`config.mk`:
```
export PLATFORM = sky130hd
export DESIGN_NAME = lsu_req_arb
export DESIGN_NICKNAME = d
export VERILOG_FILES = /design/src/rtl/lsu_req_arb.sv
export SDC_FILE = /design/constraint.sdc
export NUM_CORES = 1
export LEC_CHECK = 0
export ABC_AREA = 0
export CAP_MARGIN = 15
export CORE_ASPECT_RATIO = 0.8
export CORE_UTILIZATION = 27
export CTS_BUF_LIST = sky130_fd_sc_hd__clkbuf_4 sky130_fd_sc_hd__clkbuf_8
export DETAILED_ROUTE_END_ITERATION = 6
export PLACE_DENSITY = 0.84
export SLEW_MARGIN = 20
export SYNTH_ARGS = -nofsm -noshare
export SYNTH_HDL_FRONTEND = slang
export SYNTH_SLANG_ARGS = --single-unit
```
`constraint.sdc`:
```
create_clock -name clk_i -period 3.2 [get_ports clk_i]
set_input_delay 0.32 -clock clk_i [delete_from_list [all_inputs] [get_ports clk_i]]
set_output_delay 0.32 -clock clk_i [all_outputs]
set_load 0.005 [all_outputs]
```
`src/rtl/lsu_req_arb.sv`:
```
// Order-preserving two-lane load/store request arbiter with grant lock,
// outstanding-transaction limit and fence/drain gating.
package lsu_req_arb_pkg;
    typedef struct packed {
        logic [31:0] addr;
        logic        is_store;
        logic [1:0]  size;
    } lsu_req_info_t;

    localparam lsu_req_info_t NULL_LSU_REQ_INFO = '0;
endpackage

// state    | meaning
// ARB_IDLE | no request locked
// ARB_L0   | lane0 request presented, waiting for lsif_rdy_i
// ARB_L1   | lane1 request presented, waiting for lsif_rdy_i
module lsu_req_arb
    import lsu_req_arb_pkg::*;
#(
    parameter int unsigned MaxOutstanding = 2
) (
    input  logic          clk_i,
    input  logic          rst_ni,
    input  logic          flush_i,
    input  logic          fence_i,
    input  logic          l0_valid_i,
    input  lsu_req_info_t l0_req_i,
    output logic          l0_rdy_o,
    input  logic          l1_valid_i,
    input  lsu_req_info_t l1_req_i,
    output logic          l1_rdy_o,
    input  logic          lsif_rdy_i,
    output logic          us_valid_o,
    output lsu_req_info_t lsu_req_dec_o,
    input  logic          lsu_resp_i,
    output logic [2:0]    outstanding_o,
    output logic          arb_busy_o
);

    typedef enum logic [1:0] {
        ARB_IDLE = 2'd0,
        ARB_L0   = 2'd1,
        ARB_L1   = 2'd2
    } arb_state_e;

    arb_state_e state_q, state_d;
    logic [2:0] cnt_q, cnt_d;

    logic full;
    logic gnt_en;
    logic sel_l0;
    logic sel_l1;
    logic transfer;

    assign full   = (cnt_q == 3'(MaxOutstanding));
    assign gnt_en = ~flush_i & ~full & ~(fence_i & (cnt_q != 3'd0));

    always_comb begin
        sel_l0 = 1'b0;
        sel_l1 = 1'b0;
        case (state_q)
            ARB_IDLE: begin
                // Lane0 is older, so it always wins; lane1 waits a cycle.
                if (gnt_en && l0_valid_i) begin
                    sel_l0 = 1'b1;
                end else if (gnt_en && l1_valid_i) begin
                    sel_l1 = 1'b1;
                end
            end
            // Limits were checked at grant time; a locked request is not re-qualified.
            ARB_L0:  sel_l0 = ~flush_i;
            ARB_L1:  sel_l1 = ~flush_i;
            default: ;
        endcase
    end

    assign us_valid_o    = sel_l0 | sel_l1;
    assign lsu_req_dec_o = sel_l1 ? l1_req_i : l0_req_i;
    assign l0_rdy_o      = sel_l0 & lsif_rdy_i;
    assign l1_rdy_o      = sel_l1 & lsif_rdy_i;
    assign transfer      = us_valid_o & lsif_rdy_i;

    always_comb begin
        state_d = ARB_IDLE;
        if (sel_l0 && !lsif_rdy_i) begin
            state_d = ARB_L0;
        end else if (sel_l1 && !lsif_rdy_i) begin
            state_d = ARB_L1;
        end
    end

    // Flush never clears the count: responses for accepted requests still arrive.
    always_comb begin
        cnt_d = cnt_q;
        case ({transfer, lsu_resp_i})
            2'b10:   cnt_d = cnt_q + 3'd1;
            2'b01:   cnt_d = (cnt_q != 3'd0) ? cnt_q - 3'd1 : cnt_q;
            default: cnt_d = cnt_q;
        endcase
    end

    always_ff @(posedge clk_i or negedge rst_ni) begin
        if (!rst_ni) begin
            state_q <= ARB_IDLE;
            cnt_q   <= 3'd0;
        end else begin
            state_q <= state_d;
            cnt_q   <= cnt_d;
        end
    end

    assign outstanding_o = cnt_q;
    assign arb_busy_o    = (state_q != ARB_IDLE) | (cnt_q != 3'd0);

endmodule

```
# Word-level counts from Yosys, hierarchy flattened
# Cells that the tools add are included.
# W data, S select, Z words.
dict set report classes {
  n_reduce_logical 10
  bitwise_logic 11
  n_mux 10
  add_sub_neg 2
  eq_ne 6
}
# cell n
set op_table {}
lappend op_table {{$mux W35} 1}
lappend op_table {{$and A1 B1 Y1} 6}
lappend op_table {{$pmux W3 S2} 1}
lappend op_table {{$eq A2 B1 Y1 const B} 2}
lappend op_table {{$eq A2 B2 Y1 const B} 2}
lappend op_table {{$logic_and A1 B1 Y1} 4}
lappend op_table {{$mux W2} 2}
lappend op_table {{$pmux W1 S2} 2}
lappend op_table {{$reduce_bool A2 Y1} 2}
lappend op_table {{$add A3 B1 Y3 const B} 1}
lappend op_table {{$eq A3 B2 Y1 const B} 1}
lappend op_table {{$mux W1} 3}
lappend op_table {{$mux W3} 1}
lappend op_table {{$not A1 Y1} 3}
lappend op_table {{$reduce_bool A3 Y1} 1}
lappend op_table {{$sub A3 B1 Y3 const B} 1}
lappend op_table {{$logic_not A2 Y1} 1}
lappend op_table {{$ne A2 B2 Y1 const B} 1}
lappend op_table {{$or A1 B1 Y1} 2}
lappend op_table {{$reduce_and A2 Y1} 1}
lappend op_table {{$logic_not A1 Y1} 1}
dict set report totals {
  elab_cells 41
  register_bits 5
  input_bits 78
  output_inout_bits 42
}

# Logic depth before layout (Yosys ltp)
# Gate-level depths: netlist of run 1.
dict set report logic_depth {
  word_depth 13
  mapped_depth 9
  mapped_depth_nobuf 9
}

# Worst setup path before layout of run 1
# OpenSTA, ideal clock, no wires.
dict set report synth_timing {
  path_kind {reg-to-reg}
  from {register cnt_q[2] (netlist: outstanding_o[2])}
  to {register cnt_q[1] (netlist: outstanding_o[1])}
  stages_incl_launch_ff 8
  path_slack_ns 0.844
  arrival_ns 2.231
  setup_time_ns 0.125
  synth_period_minus_slack_ns 2.356
  required_ns 3.075
  n_path_buf 0
  cell_sequence {dfrtp_1 -> or3b_1 -> a311o_1 -> nand3_1 -> nand2_1 -> fa_1 -> a21oi_1 -> mux2_2}
}
dict set report synth_via {
  elab_chain_len 13
  word_cells_on_any_way 22
  cone_classes {eq/ne (4); mux (6); bitwise (7); reduce/logical (5)}
}
# item line
set synth_rtl {}
lappend synth_rtl {{start, declared} 47} ;# logic [2:0] cnt_q, cnt_d;
lappend synth_rtl {{start signal, assigned} 108} ;# cnt_q <= cnt_d;
lappend synth_rtl {{$eq A3 B2 Y1 / $reduce_bool A3 Y1 (equally long branches)} {55, 56, 97}}
lappend synth_rtl {{$not A1 Y1 / $and A1 B1 Y1 (equally long branches)} 56} ;# assign gnt_en = ~flush_i & ~full & ~(fence_i & (cnt_q != 3'd0));
lappend synth_rtl {{$and A1 B1 Y1 / $not A1 Y1 (equally long branches)} 56}
lappend synth_rtl {{$and A1 B1 Y1} 56}
lappend synth_rtl {{$logic_and A1 B1 Y1} 66} ;# end else if (gnt_en && l1_valid_i) begin
lappend synth_rtl {{$mux W1} 66}
lappend synth_rtl {{$mux W1} 64} ;# if (gnt_en && l0_valid_i) begin
lappend synth_rtl {{$pmux W1 S2} 61} ;# case (state_q)
lappend synth_rtl {{$or A1 B1 Y1} 77} ;# assign us_valid_o = sel_l0 | sel_l1;
lappend synth_rtl {{$and A1 B1 Y1} 81} ;# assign transfer = us_valid_o & lsif_rdy_i;
lappend synth_rtl {{$eq A2 B1 Y1 / $eq A2 B2 Y1 (equally long branches)} 95} ;# case ({transfer, lsu_resp_i})
lappend synth_rtl {{$ne A2 B2 Y1 (no line) / $reduce_bool A2 Y1 (equally long branches)} -}
lappend synth_rtl {{$reduce_and A2 Y1 (no line)} -}
# Several ways; a longest one is shown, not always the timed one.
# A chain may end at the register's enable or synchronous reset.

==> flow_metrics.tcl, run 1 <==
set metrics [dict create \
    run_status "finished, final reports clean" \
    final_core_util_pct 68.87 \
    root_buffer "clkbuf_8" \
    cts.sinks 5 \
    grt_max_degree 13 \
    powerDensity_nw_per_um2 371.9 \
    ys_types 30 \
    grtUsageTotal_pct 20.77 \
    ys_seq_area_share_pct 13.00 \
    switching_share_pct 32.19 \
    final_cell_mix "clkdlybuf4s50_1 (119), mux2_4 (29), mux2_2 (7), dfrtp_1 (5)" \
    clkSlewWorstSetupHoldPaths_ns 0.03 \
    clock_latency_ns 0.22 \
    numCtsBuffers 3 \
    dieArea_sq_um 3808 \
    fin_crit_sh_pct 90.51 \
    hp-class "in -> async" \
    ant_nets 0 \
    grt_pass1_vias 1200 \
    clock_skew_ns 0.0008560 \
    ios 120 \
    path_buf_inv 2 \
    io_buffers 119 \
    drv_cap 0 \
    p_switching_uw 267.4 \
    gp_congestion 0.7909 \
    hpwl_um 3455 \
    yosysWarnings 0 \
    maxSlewHeadroom_pct 73.48 \
    synthXorXnorAreaFrac_pct 0 \
    vias 1192 \
    wirelength_um 3966 \
    arrival_ns 2.58 \
    cts_buffer_depth 2 \
    power_uw 830.6 \
    die_width_um 68.74 \
    synthCells 86 \
    crit_chain "o21ai_1, a41oi_2, nor3_4, buf_4, mux2_4, clkdlybuf4s50_1" \
    synth_compound_area_share_pct 11.44 \
    fillers 233 \
    critical_path.max_stage_delay_ns 0.46 \
    wl_per_cell_um 16.06 \
    synth_area_per_cell_sq_um 11.19 \
    drv_slew 0 \
    design_area_sq_um 2233 \
    ctsResizeCount 0 \
    fmax_mhz 345.3 \
    grt-ovfl-total 0 \
    end_kind "primary output" \
    via_per_inst 4.826 \
    syn_area_sq_um 962.2 \
    start_util_pct 29.67 \
    place_area_sq_um 2185 \
    yosys_register_bits 5 \
    drive_gt1_share_pct 22.71 \
    synth_nets 165 \
    fp.dieH_um 55.40 \
    tightest_slew_ns 0.3977 \
    core_sq_um 3243 \
    area_growth_pct 132.1 \
    postCtsSetupBuffers 0 \
    power_frac_clock_pct 14.8 \
    nets 287 \
    cts_tree "built" \
    setup_tns_ns 0 \
    n_antenna_cell 0 \
    path_class "reg -> out" \
    grt_pass1_wl_um 5775 \
    cts_hold_buf 0 \
    combPwrFrac_pct 70.2 \
    rsz0062_at_grt "no" \
    dr.pass1.iters 4 \
    drcViolationCount 0 \
    synth_top_family_by_area "multiplexers" \
    critPathTopFamily "buffers and inverters" \
    finalCriticalPeriod_ns 2.896 \
    crit_fanout 10 \
    placementRows 18 \
    pwr-share-seq_pct 15.0 \
    multi_input_area_sq_um 780.7 \
    antenna_found_initial 0 \
    setup_violations 0 \
    drt_iter0_markers 16 \
    cp_slowest_cell "dfrtp_1" \
    cell_internal_pwr_uw 563.2 \
    startpoint_type "register" \
    worstPathRequired_ns 2.88 \
    seqCellArea_sq_um 125.1 \
    yosys.area_share.simple_pct 13.13 \
    p_leak_uw 0.0008945 \
    finalHoldViolCount 0 \
    synth_mux_area_share_pct 54.49 \
    peakVddDrop_uv 202.9 \
    layout_commonest_cell "clkdlybuf4s50_1" \
    yosys.area_share.adder_pct 2.081 \
    htreeDepth 1 \
]
kinds of logic after synthesis:
| group | Yosys count |
|---|---|
| compound gates | 14 |
| flops | 5 |
| buf+inv | 9 |
| simple gates | 20 |
| mux | 37 |
| fa+ha+maj | 1 |
cell type report:
cell class / instances / share of cell area [%]
inverter: 4 / 0.6723
clock buffer: 4 / 2.185
sequential: 5 / 5.602
multi-input combinational: 72 / 34.96
tap: 40 / 2.241
timing repair buffer: 122 / 54.34
sequential cells by signal, indices dropped and copies added, names as in the netlist:
register       cells
state_q            2
outstanding_o      3
cells in the mapped netlist:
cell type / instances / area, sq um
a31oi_1: 1 / 6.260
nor4b_1: 1 / 8.760
a41oi_2: 1 / 16.27
clkbuf_1: 2 / 7.510
nor2_1: 1 / 3.750
nand3_1: 1 / 5.000
or4_1: 1 / 7.510
nand4_1: 1 / 6.260
fa_1: 1 / 20.02
o211ai_1: 2 / 15.01
nor4_1: 2 / 12.51
o21ai_0: 1 / 5.000
or2_2: 2 / 12.51
dfrtp_1: 5 / 125.1
mux2_4: 29 / 435.4
a311o_1: 1 / 10.01
mux2_2: 7 / 78.83
o21ai_1: 1 / 5.000
buf_6: 3 / 33.78
mux2i_1: 1 / 10.01
nor3_1: 1 / 5.000
or3b_1: 1 / 8.760
nor3_4: 1 / 16.27
nand2_1: 4 / 15.01
inv_1: 4 / 15.01
o2111ai_1: 2 / 17.52
a32o_1: 2 / 20.02
a21oi_1: 3 / 15.01
nand2b_1: 1 / 6.260
and2_1: 3 / 18.77
worst reg2reg max path: cells and delay by family (launching register included):
kind                       cells  cell delay, ns
adders and majority gates      1            0.52
DFF                            1            0.44
and+or+nand+nor                3            0.71
muxes                          2            0.35
AOI/OAI and AO/OA              1            0.36
per-layer routing:
metal  vias to the layer above  track usage [%]  wire length (um)
li1                        572                -                 -
met1                       530            18.45              1219
met2                        82            41.60              2246
met3                         8            5.992               428
met4                         0            7.580                71
met5                         -                0                 0
worst paths after layout:
check	slack, ns	cells past startpoint	startpoint	to
max	0.30	6	outstanding_o[0]	lsu_req_dec_o[13]
min	0.32	1	rst_ni	outstanding_o[0]
max reg2reg	0.69	7	outstanding_o[2]	outstanding_o[1]
min reg2reg	0.58	1	state_q[1]	state_q[0]
max in group asynchronous	2.71	1	rst_ni	outstanding_o[2]
min in group clk_i	0.58	1	state_q[1]	state_q[0]
per-stage QoR:
stage / cells / setup WS [ns] / hold WS, ns
global route: 247 / 0.1172 / 0.3327
CTS: 247 / 0.2750 / 0.3159
finish: 247 / 0.3037 / 0.3159
detailed placement: 243 / 0.3550 / 0.5502
floorplan: 86 / 0.8440 / 0.02441
global placement: 243 / 0.4368 / 0.5461
power groups by stage:
| stage | Combinational, uW | Clock, uW | Sequential, uW |
|---|---|---|---|
| after floorplan | 287 | 0 | 117 |
| after global placement | 571 | 0 | 123 |
| after detailed placement | 585 | 0 | 124 |
| after CTS | 588 | 127 | 122 |
| after global routing | 632 | 132 | 130 |
| final | 583 | 123 | 125 |
Power figures use the tool's default switching activity.
==> inputs of run 2 (changes only) <==
--- a/config.mk
+++ b/config.mk
@@ -6,12 +6,11 @@
 export NUM_CORES = 1
 export LEC_CHECK = 0
 export ABC_AREA = 0
-export CAP_MARGIN = 15
 export CORE_ASPECT_RATIO = 0.8
 export CORE_UTILIZATION = 27
 export CTS_BUF_LIST = sky130_fd_sc_hd__clkbuf_4 sky130_fd_sc_hd__clkbuf_8
 export DETAILED_ROUTE_END_ITERATION = 6
-export PLACE_DENSITY = 0.84
+export PLACE_DENSITY = 0.85
 export SLEW_MARGIN = 20
 export SYNTH_ARGS = -nofsm -noshare
 export SYNTH_HDL_FRONTEND = slang
==> run 2 against run 1 <==
Effect of this change: combinational power about the same; largest cell class unchanged; worst setup slack worse by 0.024 ns; via count grew 1.4%; count of clock-buffer cells in the layout unchanged; non-clock buffer count is 1 lower.
==> flow_metrics.tcl, run 2 (synthesized netlist as in run 1, its figures left out) <==
set metrics [dict create \
    fmax_mhz 342.5 \
    rsz0062_at_grt "no" \
    nets 286 \
    hpwl_um 3443 \
    worstPathRequired_ns 2.88 \
    ctsResizeCount 0 \
    end_kind "primary output" \
    power_frac_clock_pct 14.8 \
    die_width_um 68.74 \
    run_status "finished, final reports clean" \
    ff2ff_setup_slack_ns 0.64 \
    cts_hold_buf 0 \
    combPwrFrac_pct 70.2 \
    drcViolationCount 0 \
    wl_per_cell_um 16.14 \
    drive_gt1_share_pct 22.33 \
    cts.sinks 5 \
    final_cell_mix "clkdlybuf4s50_1 (119), mux2_4 (29), mux2_2 (7), dfrtp_1 (5)" \
    grt_pass1_vias 1217 \
    p_switching_uw 268.6 \
    drv_cap 0 \
    numCtsBuffers 3 \
    ant_nets 0 \
    grt_max_degree 20 \
    seqCellArea_sq_um 125.1 \
    n_antenna_cell 0 \
    finalHoldViolCount 0 \
    drv_slew 0 \
    reg2regPathDepth 9 \
    postCtsSetupBuffers 0 \
    arrival_ns 2.60 \
    layout_commonest_cell "clkdlybuf4s50_1" \
    clock_latency_ns 0.22 \
    drt_iter0_markers 26 \
    p_leak_uw 0.0008921 \
    fin_crit_sh_pct 91.25 \
    peakVddDrop_uv 239.4 \
    wirelength_um 3971 \
    cts_tree "built" \
    power_uw 834.3 \
    reg2reg_from "outstanding_o[2]" \
    core_sq_um 3243 \
    fin_cells 246 \
    path_class "reg -> out" \
    fp.dieH_um 55.40 \
    placementRows 18 \
    area_growth_pct 132.6 \
    finalCriticalPeriod_ns 2.920 \
    antenna_found_initial 0 \
    io_buffers 119 \
    hp-class "in -> async" \
    dp.cells 242 \
    dieArea_sq_um 3808 \
    root_buffer "clkbuf_8" \
    pwr-share-seq_pct 15.0 \
    cell_internal_pwr_uw 565.7 \
    clock_skew_ns 0.002778 \
    clkSlewWorstSetupHoldPaths_ns 0.03 \
    htreeDepth 1 \
    dr.pass1.iters 4 \
    ios 120 \
    setup_tns_ns 0 \
    grt_pass1_wl_um 5699 \
    largest_register_ff_count 3 \
    maxSlewHeadroom_pct 71.87 \
    grt-ovfl-total 0 \
    r2r-end "outstanding_o[2]" \
    via_per_inst 4.915 \
    pre_cts_slack_ns 0.3573 \
    grtUsageTotal_pct 20.36 \
    hold_slack_ns 0.3145 \
    multi_input_area_sq_um 780.7 \
    gp_congestion 0.7919 \
    setup_slack_ns 0.2801 \
    vias 1209 \
    fillers 237 \
    tightest_slew_ns 0.4206 \
    crit_fanout 11 \
    start_util_pct 29.67 \
    powerDensity_nw_per_um2 372.7 \
    startpoint_type "register" \
    cts_buffer_depth 2 \
    setup_violations 0 \
    switching_share_pct 32.20 \
]
==> run 2: worst max-delay path by stage <==
stage | startpoint | to | depth (start not counted)
final | outstanding_o[2] | lsu_req_dec_o[19] | 6
after global routing | outstanding_o[2] | lsu_req_dec_o[22] | 6
after CTS | outstanding_o[2] | lsu_req_dec_o[22] | 6
after detailed placement | fence_i | lsu_req_dec_o[19] | 7
after global placement | fence_i | lsu_req_dec_o[21] | 7
after floorplan | outstanding_o[2] | outstanding_o[1] | 7
==> run 2: per-stage QoR <==
stage	area (sq um)	utilization [%]
2_1_floorplan	962.2	-
3_3_place_gp	2190	67.52
3_5_place_dp	2190	67.52
4_1_cts	2238	69.02
5_1_grt	2238	69.02
6_report	2238	69.02
==> run 2: layout make-up <==
class	instances	area share [%]
Tap cell	40	2.236
Timing Repair Buffer	121	54.44
Sequential cell	5	5.590
Multi-Input combinational cell	72	34.88
Clock buffer	4	2.180
Inverter	4	0.6708
==> run 2: layer usage <==
| layer | share of wire, % | GRT usage (%) | up-vias |
|---|---|---|---|
| li1 | - | - | 569 |
| met1 | 29 | 17.83 | 543 |
| met2 | 56 | 40.48 | 89 |
| met3 | 12 | 6.612 | 8 |
| met4 | 2.3 | 7.580 | 0 |
| met5 | 0 | 0 | - |
==> run 2: power groups by stage <==
stage / registers, uW / clock network (uW) / logic, uW
6_report: 125 / 123 / 585
4_1_cts: 125 / 127 / 590
3_3_place_gp: 124 / 0 / 572
3_5_place_dp: 126 / 0 / 587
5_1_grt: 131 / 136 / 631
2_1_floorplan: 117 / 0 / 287
==> run 2: worst max-delay path, cell delays in order (launching register included) <==
cell	delay, ns
dfrtp_1	0.45
o21ai_1	0.28
a41oi_2	0.20
nor3_4	0.37
buf_4	0.31
mux2_4	0.31
clkdlybuf4s50_1	0.46
==> inputs of run 3 (changes only) <==
--- a/config.mk
+++ b/config.mk
@@ -9,6 +9,7 @@
 export CORE_ASPECT_RATIO = 0.8
 export CORE_UTILIZATION = 27
 export CTS_BUF_LIST = sky130_fd_sc_hd__clkbuf_4 sky130_fd_sc_hd__clkbuf_8
+export CTS_CLUSTER_DIAMETER = 60
 export DETAILED_ROUTE_END_ITERATION = 6
 export PLACE_DENSITY = 0.85
 export SLEW_MARGIN = 20
==> results of run 3 <==
The final DEF is identical to that of run 2; final timing and power are the same.
